==> config.mk <==
export PLATFORM = sky130hd
export DESIGN_NAME = spi_flash_dev
export DESIGN_NICKNAME = d
export VERILOG_FILES = /design/src/rtl/spi_flash_dev.sv
export SDC_FILE = /design/constraint.sdc
export NUM_CORES = 1
export LEC_CHECK = 0
export CELL_PAD_IN_SITES_DETAIL_PLACEMENT = 0
export CELL_PAD_IN_SITES_GLOBAL_PLACEMENT = 1
export CORE_UTILIZATION = 40
export CTS_CLUSTER_SIZE = 25
export DETAILED_ROUTE_END_ITERATION = 10
export HOLD_SLACK_MARGIN = 0.03
export PLACE_DENSITY_LB_ADDON = 0.1
export SLEW_MARGIN = 30
export SYNTH_ARGS = -nofsm -noshare
export SYNTH_HDL_FRONTEND = slang
export SYNTH_SLANG_ARGS = --single-unit
==> constraint.sdc <==
create_clock -name clock -period 6.1 [get_ports clock]
set_clock_uncertainty 0.1 [all_clocks]
set_input_delay 1.22 -clock clock [delete_from_list [all_inputs] [get_ports clock]]
set_output_delay 1.22 -clock clock [all_outputs]
set_load 0.02 [all_outputs]
==> src/rtl/spi_flash_dev.sv <==
// spi_flash_dev: SPI mode-0 serial flash read-only device model (03h/0Bh/9Fh/05h)
// fronting a 32-bit word memory; sck/ss/mosi are oversampled on the system clock.
module spi_flash_dev #(
    parameter int          ADDR_BYTES   = 3,
    parameter int          DUMMY_CYCLES = 8,
    parameter logic [23:0] JEDEC_ID     = 24'hEF4018,
    parameter int          MEM_AW       = 22
) (
    input  logic              clock,
    input  logic              resetn,
    input  logic              sck,
    input  logic              ss,
    input  logic              mosi,
    output logic              miso,
    output logic              mem_ren,
    output logic [MEM_AW-1:0] mem_addr,
    input  logic [31:0]       mem_rdata,
    output logic              err
);
    localparam int         BA         = MEM_AW + 2;
    localparam logic [5:0] ADDR_LAST  = 6'(8 * ADDR_BYTES - 1);
    localparam logic [5:0] DUMMY_LAST = 6'(DUMMY_CYCLES - 1);
    typedef enum logic [2:0] {IDLE, CMD, ADDR, DUMMY, DATA, ID, STAT, ERR} state_t;
    state_t      state;
    logic [1:0]  sck_s, ss_s, mosi_s;
    logic        sck_d, armed, fast, pend;
    logic [5:0]  cnt;
    logic [2:0]  tx_bit;
    logic [1:0]  id_idx;
    logic [6:0]  cmd, shreg;
    logic [BA-2:0] addr_sr;
    logic [BA-1:0] byte_addr;
    logic [31:0] cur_word;
    logic        rise, fall, m;
    logic [7:0]  cmd_nx, id_byte, tx_byte;
    logic [BA-1:0] addr_nx;
    assign rise    = sck_s[1] & ~sck_d;
    assign fall    = ~sck_s[1] & sck_d;
    assign m       = mosi_s[1];
    assign cmd_nx  = {cmd, m};
    assign addr_nx = {addr_sr, m};
    assign id_byte = id_idx == 2'd0 ? JEDEC_ID[23:16] :
                     id_idx == 2'd1 ? JEDEC_ID[15:8]  :
                     id_idx == 2'd2 ? JEDEC_ID[7:0]   : 8'h00;
    assign tx_byte = state == DATA ? cur_word[{byte_addr[1:0], 3'b000} +: 8] :
                     state == ID   ? id_byte : 8'h00;
    // armed is only set by a synchronised ss high, so a block released from reset
    // with ss already low waits for a fresh select before listening to sck.
    always_ff @(posedge clock or negedge resetn) begin
        if (!resetn) begin
            sck_s     <= '0;
            ss_s      <= '0;
            mosi_s    <= '0;
            sck_d     <= 1'b0;
            state     <= IDLE;
            armed     <= 1'b0;
            fast      <= 1'b0;
            pend      <= 1'b0;
            cnt       <= '0;
            tx_bit    <= '0;
            id_idx    <= '0;
            cmd       <= '0;
            shreg     <= '0;
            addr_sr   <= '0;
            byte_addr <= '0;
            cur_word  <= '0;
            miso      <= 1'b1;
            mem_ren   <= 1'b0;
            mem_addr  <= '0;
            err       <= 1'b0;
        end else begin
            sck_s   <= {sck_s[0], sck};
            ss_s    <= {ss_s[0], ss};
            mosi_s  <= {mosi_s[0], mosi};
            sck_d   <= sck_s[1];
            mem_ren <= 1'b0;
            pend    <= mem_ren;
            if (pend)
                cur_word <= mem_rdata;
            if (ss_s[1]) begin
                state  <= IDLE;
                armed  <= 1'b1;
                pend   <= 1'b0;
                cnt    <= '0;
                tx_bit <= '0;
                id_idx <= '0;
                miso   <= 1'b1;
            end else begin
                case (state)
                    IDLE: if (armed) begin
                        state   <= CMD;
                        armed   <= 1'b0;
                        cmd     <= '0;
                        addr_sr <= '0;
                        shreg   <= '0;
                    end
                    CMD: if (rise) begin
                        cmd <= cmd_nx[6:0];
                        cnt <= cnt + 6'd1;
                        if (cnt == 6'd7) begin
                            cnt  <= '0;
                            fast <= cmd_nx == 8'h0B;
                            case (cmd_nx)
                                8'h03, 8'h0B: state <= ADDR;
                                8'h9F:        state <= ID;
                                8'h05:        state <= STAT;
                                default: begin
                                    state <= ERR;
                                    err   <= 1'b1;
                                end
                            endcase
                        end
                    end
                    ADDR: if (rise) begin
                        addr_sr <= addr_nx[BA-2:0];
                        cnt     <= cnt + 6'd1;
                        if (cnt == ADDR_LAST) begin
                            cnt       <= '0;
                            byte_addr <= addr_nx;
                            if (fast && DUMMY_CYCLES > 0)
                                state <= DUMMY;
                            else begin
                                state    <= DATA;
                                mem_ren  <= 1'b1;
                                mem_addr <= addr_nx[BA-1:2];
                            end
                        end
                    end
                    DUMMY: if (rise) begin
                        cnt <= cnt + 6'd1;
                        if (cnt == DUMMY_LAST) begin
                            cnt      <= '0;
                            state    <= DATA;
                            mem_ren  <= 1'b1;
                            mem_addr <= byte_addr[BA-1:2];
                        end
                    end
                    DATA, ID, STAT: if (fall) begin
                        tx_bit <= tx_bit + 3'd1;
                        miso   <= tx_bit == 3'd0 ? tx_byte[7] : shreg[6];
                        shreg  <= tx_bit == 3'd0 ? tx_byte[6:0] : {shreg[5:0], 1'b0};
                        // the last byte of a word is already in shreg, so its word
                        // register can take the next fetch without a gap
                        if (tx_bit == 3'd0 && state == DATA) begin
                            byte_addr <= byte_addr + BA'(1);
                            if (byte_addr[1:0] == 2'd3) begin
                                mem_ren  <= 1'b1;
                                mem_addr <= byte_addr[BA-1:2] + MEM_AW'(1);
                            end
                        end
                        if (tx_bit == 3'd0 && state == ID && id_idx != 2'd3)
                            id_idx <= id_idx + 2'd1;
                    end
                    default: ;
                endcase
            end
        end
    end
endmodule

==> flow_summary.yaml, run 1 <==
outcome:
  outcome: "finished clean"
cts:
  clock-root-buffer: "clkbuf_16"
  cts-buffers-inserted: 17
  clock_sinks: 142
  clk_latency_ns: 0.43
  htreeDepth: 4
  post_cts_buffers: 0
  clk_path_buf_depth: 2
  cts_hold_buf: 0
  cts_tree: "yes"
  cts_resized: 0
  clkTransAtPathRegs_ns: 0.07
cells_and_area:
  multi_input_area_mm2: 0.003881
  area_growth_syn_to_layout_pct: 17.21
  nets: 902
  final_cells: 1129
  fill_cells: 1766
  n_antenna_cell: 0
  seqCellArea_mm2: 0.003556
  layout-drive-gt1-share: 0.1277
  stdcell_area_mm2: 0.009066
  post-route-util: 0.4815
yosys:
  synth-async-reset-ratio: 1.000
  yosysTopAreaCell: "dfrtp_1"
  synth_top_area_share: 0.4562
  synthCells: 830
  ys_warn_count: 0
  synthTopCellsByArea: "dfrtp_1, nand2_1, mux2_2"
  syn_area_mm2: 0.007735
  ys_seq_area_frac: 0.4596
  syn_nets: 876
  synth_edf_count: 0
  ys_ff_latch: 142
  ys.flop_type: "dfrtp_1"
  synthDistinctLibCells: 71
  synth.avg_cell_area_um2: 9.319
timing:
  maxSlewHeadroom: 0.4254
  setup_tns_ns: 0
  hold_slack_ns: 0.2403
  grt_setup_unrepaired: "false"
  fin_crit_ns: 2.923
  setup_violations: 0
  final-hold-violation-count: 0
  max_freq_mhz: 342.1
  tightest_slew_ns: 0.8618
  slew_viol_final: 0
  period_share: 0.4792
global_route:
  grt_usage: 0.2270
  met2_usage: 0.3314
  top_usage_layer: "met1"
  antenna_found_initial: 0
  grt_pass1_vias: 6238
  grt_max_degree: 99
  use_met1: 0.3445
  grt_pass1_wl_mm: 34.86
  overflow: 0
  grt_util_met3: 0.04042
worst_setup_path:
  arrival_ns: 3.10
  crit_type: "reg2reg"
  crit_path_cell_trace: "buf_4 > a21bo_2 > nor3b_2 > nand4b_1 > xnor2_1 > nor2_1"
  slowest_delay_ns: 0.62
  crit_required_ns: 6.28
  crit_buf_inv: 1
  cp-end-kind: "flip-flop"
  slowest_stage: "nor3b_2"
  path_max_fanout: 42
  start_kind: "flip-flop"
  cp_top_family: "simple AND/OR/NAND/NOR gates"
flow_run:
  max-cap-violations: 0
route:
  via_count: 6332
  wl_mm: 20.91
  wl_per_cell_um: 18.52
  first_pass_iters: 7
  drt-initial-drc-count: 540
  via_per_inst: 5.609
  drc_errors: 0
  drtAntennaViolNets: 0
power:
  power.leakage_uw: 0.003654
  power_density_mw_per_mm2: 262.9
  vdd_ir_drop_max_mv: 0.1615
floorplan:
  die_h_um: 141.1
  start_util: 0.4108
  die_w_um: 141.1
  ios: 62
  row_count: 50
  die_area_mm2: 0.01990
  fp.coreArea_mm2: 0.01883
placement:
  dpl.cell_count: 1097
  port_buffers: 61
  place_hpwl_mm: 14.45
  place.gp.congestion: 0.8612
  placed_area_mm2: 0.008482
hold_path:
  hold_path_class: "reg2reg"
registers in the layout, summed over array words and instances, names as in the netlist, 3 cells and up:
register   flops
addr_sr       23
cmd            7
tx_bit         3
byte_addr     24
cnt            6
cur_word      32
mem_addr      22
state          3
shreg          7
path summary, 6_finish.rpt:
check / startpoint / end / slack (ns) / cells after the start
max in group asynchronous: resetn / mem_addr[6] / 4.03 / 2
worst min-delay path: ss_s[0] / ss_s[1] / 0.24 / 0
min in group asynchronous: resetn / cmd[6] / 0.76 / 1
worst max register to register: state[2] / id_idx[0] / 3.18 / 6
worst max-delay path: state[2] / id_idx[0] / 3.18 / 6
worst min register to register: ss_s[0] / ss_s[1] / 0.24 / 0
layout by cell type, fill, tap and decap left out, types with 11 or more instances in the layout:
master	netlist	routed
inv_1	11	11
nand2_1	134	134
xnor2_1	13	13
clkbuf_16	0	17
o22ai_1	15	15
clkdlybuf4s50_1	0	60
nand4_1	16	16
nor2_1	46	46
dfrtp_1	141	140
nor4_1	12	12
a21oi_1	58	58
nand3_1	22	22
mux2_2	40	40
mux2i_1	14	14
o21ai_0	90	90
per-stage QoR:
step | setup WS, ns | total power (µW)
6_report | 3.177 | 2383
5_1_grt | 2.963 | 2499
4_1_cts | 2.872 | 2405
3_5_place_dp | 2.875 | 1387
3_3_place_gp | 3.027 | 1381
2_1_floorplan | 3.981 | 1278
power by group:
part | internal (µW) | switching (µW)
Clock | 541 | 471
Sequential | 977 | 107
Combinational | 120 | 167
Total | 1640 | 745
final cells by class:
type,instances,area share
repair buffers,69,0.07521
clock inverters,15,0.01628
inverters,13,0.005382
multi-input cells,613,0.4281
well taps,260,0.03588
clock buffers,17,0.04692
flip-flops and latches,142,0.3922
per-layer routing:
metal / wire, µm / part of all wire / vias up
met4: 194 / 0.0093 / 0
li1: - / - / 3046
met2: 8945 / 0.43 / 168
met5: 0 / 0 / -
met1: 10690 / 0.51 / 3104
met3: 1075 / 0.051 / 14
cells in the mapped netlist, types with 12 or more instances:
library cell and number:
nor4_1 12, nand2_1 134, nand4_1 16, clkbuf_1 34, o22ai_1 15, dfrtp_1 141, a21oi_1 58, mux2_2 40
o21ai_0 90, buf_2 18, mux2i_1 14, nand3_1 22, nor2_1 46, xnor2_1 13
kinds of logic (layout without fill, tap and decap cells):
family	count (synthesis)	after routing	share of synthesized area
adder cells (fa/ha/maj)	9	9	0.01456
AO/OA/AOI/OAI	221	221	0.1702
AND/OR/NAND/NOR	300	300	0.1896
flip-flops	142	142	0.4596
buffers and inverters	75	114	0.04271
XOR/XNOR	21	21	0.02378
multiplexers	62	62	0.09964
Note: power is estimated with default switching activity, not from simulation.
==> run 2: changes to the inputs <==
==> constraint.sdc (replaced) <==
create_clock -name clock -period 3 [get_ports clock]
set_clock_uncertainty 0.1 [all_clocks]
set_input_delay 0.6 -clock clock [delete_from_list [all_inputs] [get_ports clock]]
set_output_delay 0.6 -clock clock [all_outputs]
set_load 0.02 [all_outputs]
==> run 2 against run 1 <==
Sequential share of layout area is 0.47 points lower. Combinational power is 130% higher. Critical endpoint is now mem_addr[14]. Worst hold slack worse by 0.20 ns.
==> flow_summary.yaml, run 2 (synthesized netlist as in run 1, its figures left out) <==
outcome:
  outcome: "finished clean"
timing:
  tightest_slew_ns: 0.7255
  final-hold-violation-count: 0
  slew_viol_final: 0
  fin_crit_ns: 2.504
  max_freq_mhz: 399.3
  setup_tns_ns: 0
  grt_setup_unrepaired: "false"
  period_share: 0.8347
  setup_violations: 0
  maxSlewHeadroom: 0.5163
  setup_ws_ns: 0.4958
global_route:
  met2_usage: 0.3184
  grt_usage: 0.2247
  use_met1: 0.3422
  overflow: 0
  grt_pass1_wl_mm: 34.34
  antenna_found_initial: 0
  grt_max_degree: 58
  grt_util_met3: 0.04552
  top_usage_layer: "met1"
  grt_pass1_vias: 6115
worst_setup_path:
  rr_worst_depth: 6
  slowest_stage: "dfrtp_1"
  cp-end-kind: "flip-flop"
  arrival_ns: 2.77
  path_max_fanout: 10
  regToRegStartpoint: "byte_addr[2]"
  crit_required_ns: 3.27
  r2r_end: "mem_addr[14]"
  slowest_delay_ns: 0.53
  start_kind: "flip-flop"
  crit_type: "reg2reg"
  r2r_slack_ns: 0.50
  crit_path_cell_trace: "ha_1 > nand4_1 > or4_4 > or3_1 > a31oi_1 > mux2_2"
cells_and_area:
  n_antenna_cell: 0
  nets: 916
  largest_reg_flops: 32
  final_cells: 1143
  final_common_cell: "dfrtp_1"
  seqCellArea_mm2: 0.003555
  post-route-util: 0.4872
  multi_input_area_mm2: 0.003872
  fill_cells: 1771
  area_growth_syn_to_layout_pct: 18.60
  layout-drive-gt1-share: 0.1393
  regMostFlops: "cur_word"
  final_cell_mix: "dfrtp_1, nand2_1, o21ai_0, clkdlybuf4s50_1, a21oi_1"
  top_regs: "cur_word (32), byte_addr (24), addr_sr (23)"
cts:
  cts_tree: "yes"
  clkTransAtPathRegs_ns: 0.07
  clk_latency_ns: 0.44
  cts_hold_buf: 0
  clock_sinks: 142
  htreeDepth: 4
  cts_resized: 0
  clock-root-buffer: "clkbuf_16"
  cts-buffers-inserted: 17
  clk_path_buf_depth: 2
  post_cts_buffers: 0
placement:
  place_hpwl_mm: 14.69
  dpl.cell_count: 1111
  place.gp.congestion: 0.8548
  place_worst_setup_slack_ns: 0.5474
  port_buffers: 61
floorplan:
  fp.coreArea_mm2: 0.01883
  die_area_mm2: 0.01990
  start_util: 0.4108
  die_h_um: 141.1
  ios: 62
  die_w_um: 141.1
  row_count: 50
route:
  via_count: 6391
  drtAntennaViolNets: 0
  drt-initial-drc-count: 439
  via_per_inst: 5.591
  drc_errors: 0
  wl_mm: 20.75
  first_pass_iters: 5
  wl_per_cell_um: 18.15
hold_path:
  hold_path_class: "in2async"
power:
  power.leakage_uw: 0.003741
  power_density_mw_per_mm2: 531.6
  vdd_ir_drop_max_mv: 0.3631
flow_run:
  max-cap-violations: 0
-- run 2: worst max path at each step --
stage            startpoint      endpoint  slack, ns
2_1_floorplan  byte_addr[3]  mem_addr[14]       0.88
6_report       byte_addr[2]  mem_addr[14]       0.50
3_5_place_dp   byte_addr[2]  mem_addr[14]       0.55
3_3_place_gp   byte_addr[2]  mem_addr[14]       0.58
4_1_cts        byte_addr[2]  mem_addr[14]       0.54
5_1_grt            state[1]   mem_addr[9]       0.35
-- run 2: worst max-delay path: cells and delay by family, from the launching register on --
kind / cells / cell delay (ns)
adder cells (fa/ha/maj): 1 / 0.33
multiplexers: 1 / 0.16
flip-flops: 1 / 0.53
AO/OA/AOI/OAI: 1 / 0.16
AND/OR/NAND/NOR: 3 / 1.16
-- run 2: through the flow --
stage / total power, µW / hold slack, ns / cell area, µm²
after floorplan: 2598 / 0.2044 / 7735
after global placement: 2833 / 0.2365 / 8603
after detailed placement: 2846 / 0.2394 / 8603
after CTS: 4919 / 0.05557 / 9174
after global routing: 5101 / 0.07656 / 9174
final: 4877 / 0.03863 / 9174
-- run 2: routing by layer --
metal	up-vias	part of all wire
li1	3067	-
met1	3107	0.50
met2	198	0.43
met3	19	0.059
met4	0	0.012
met5	-	0
-- run 2: layout make-up --
type                       instances  share of cell area
sequential                       142              0.3875
inverter                          13            0.005319
clock buffer                      17             0.04637
timing repair buffer              83             0.08742
tap                              260             0.03546
multi-input combinational        613              0.4221
clock inverter                    15             0.01582
-- run 2: power by group --
| part | total, µW | switching (µW) | internal [µW] |
|---|---|---|---|
| clock network | 2070 | 966 | 1100 |
| registers | 2150 | 162 | 1990 |
| logic | 658 | 392 | 266 |
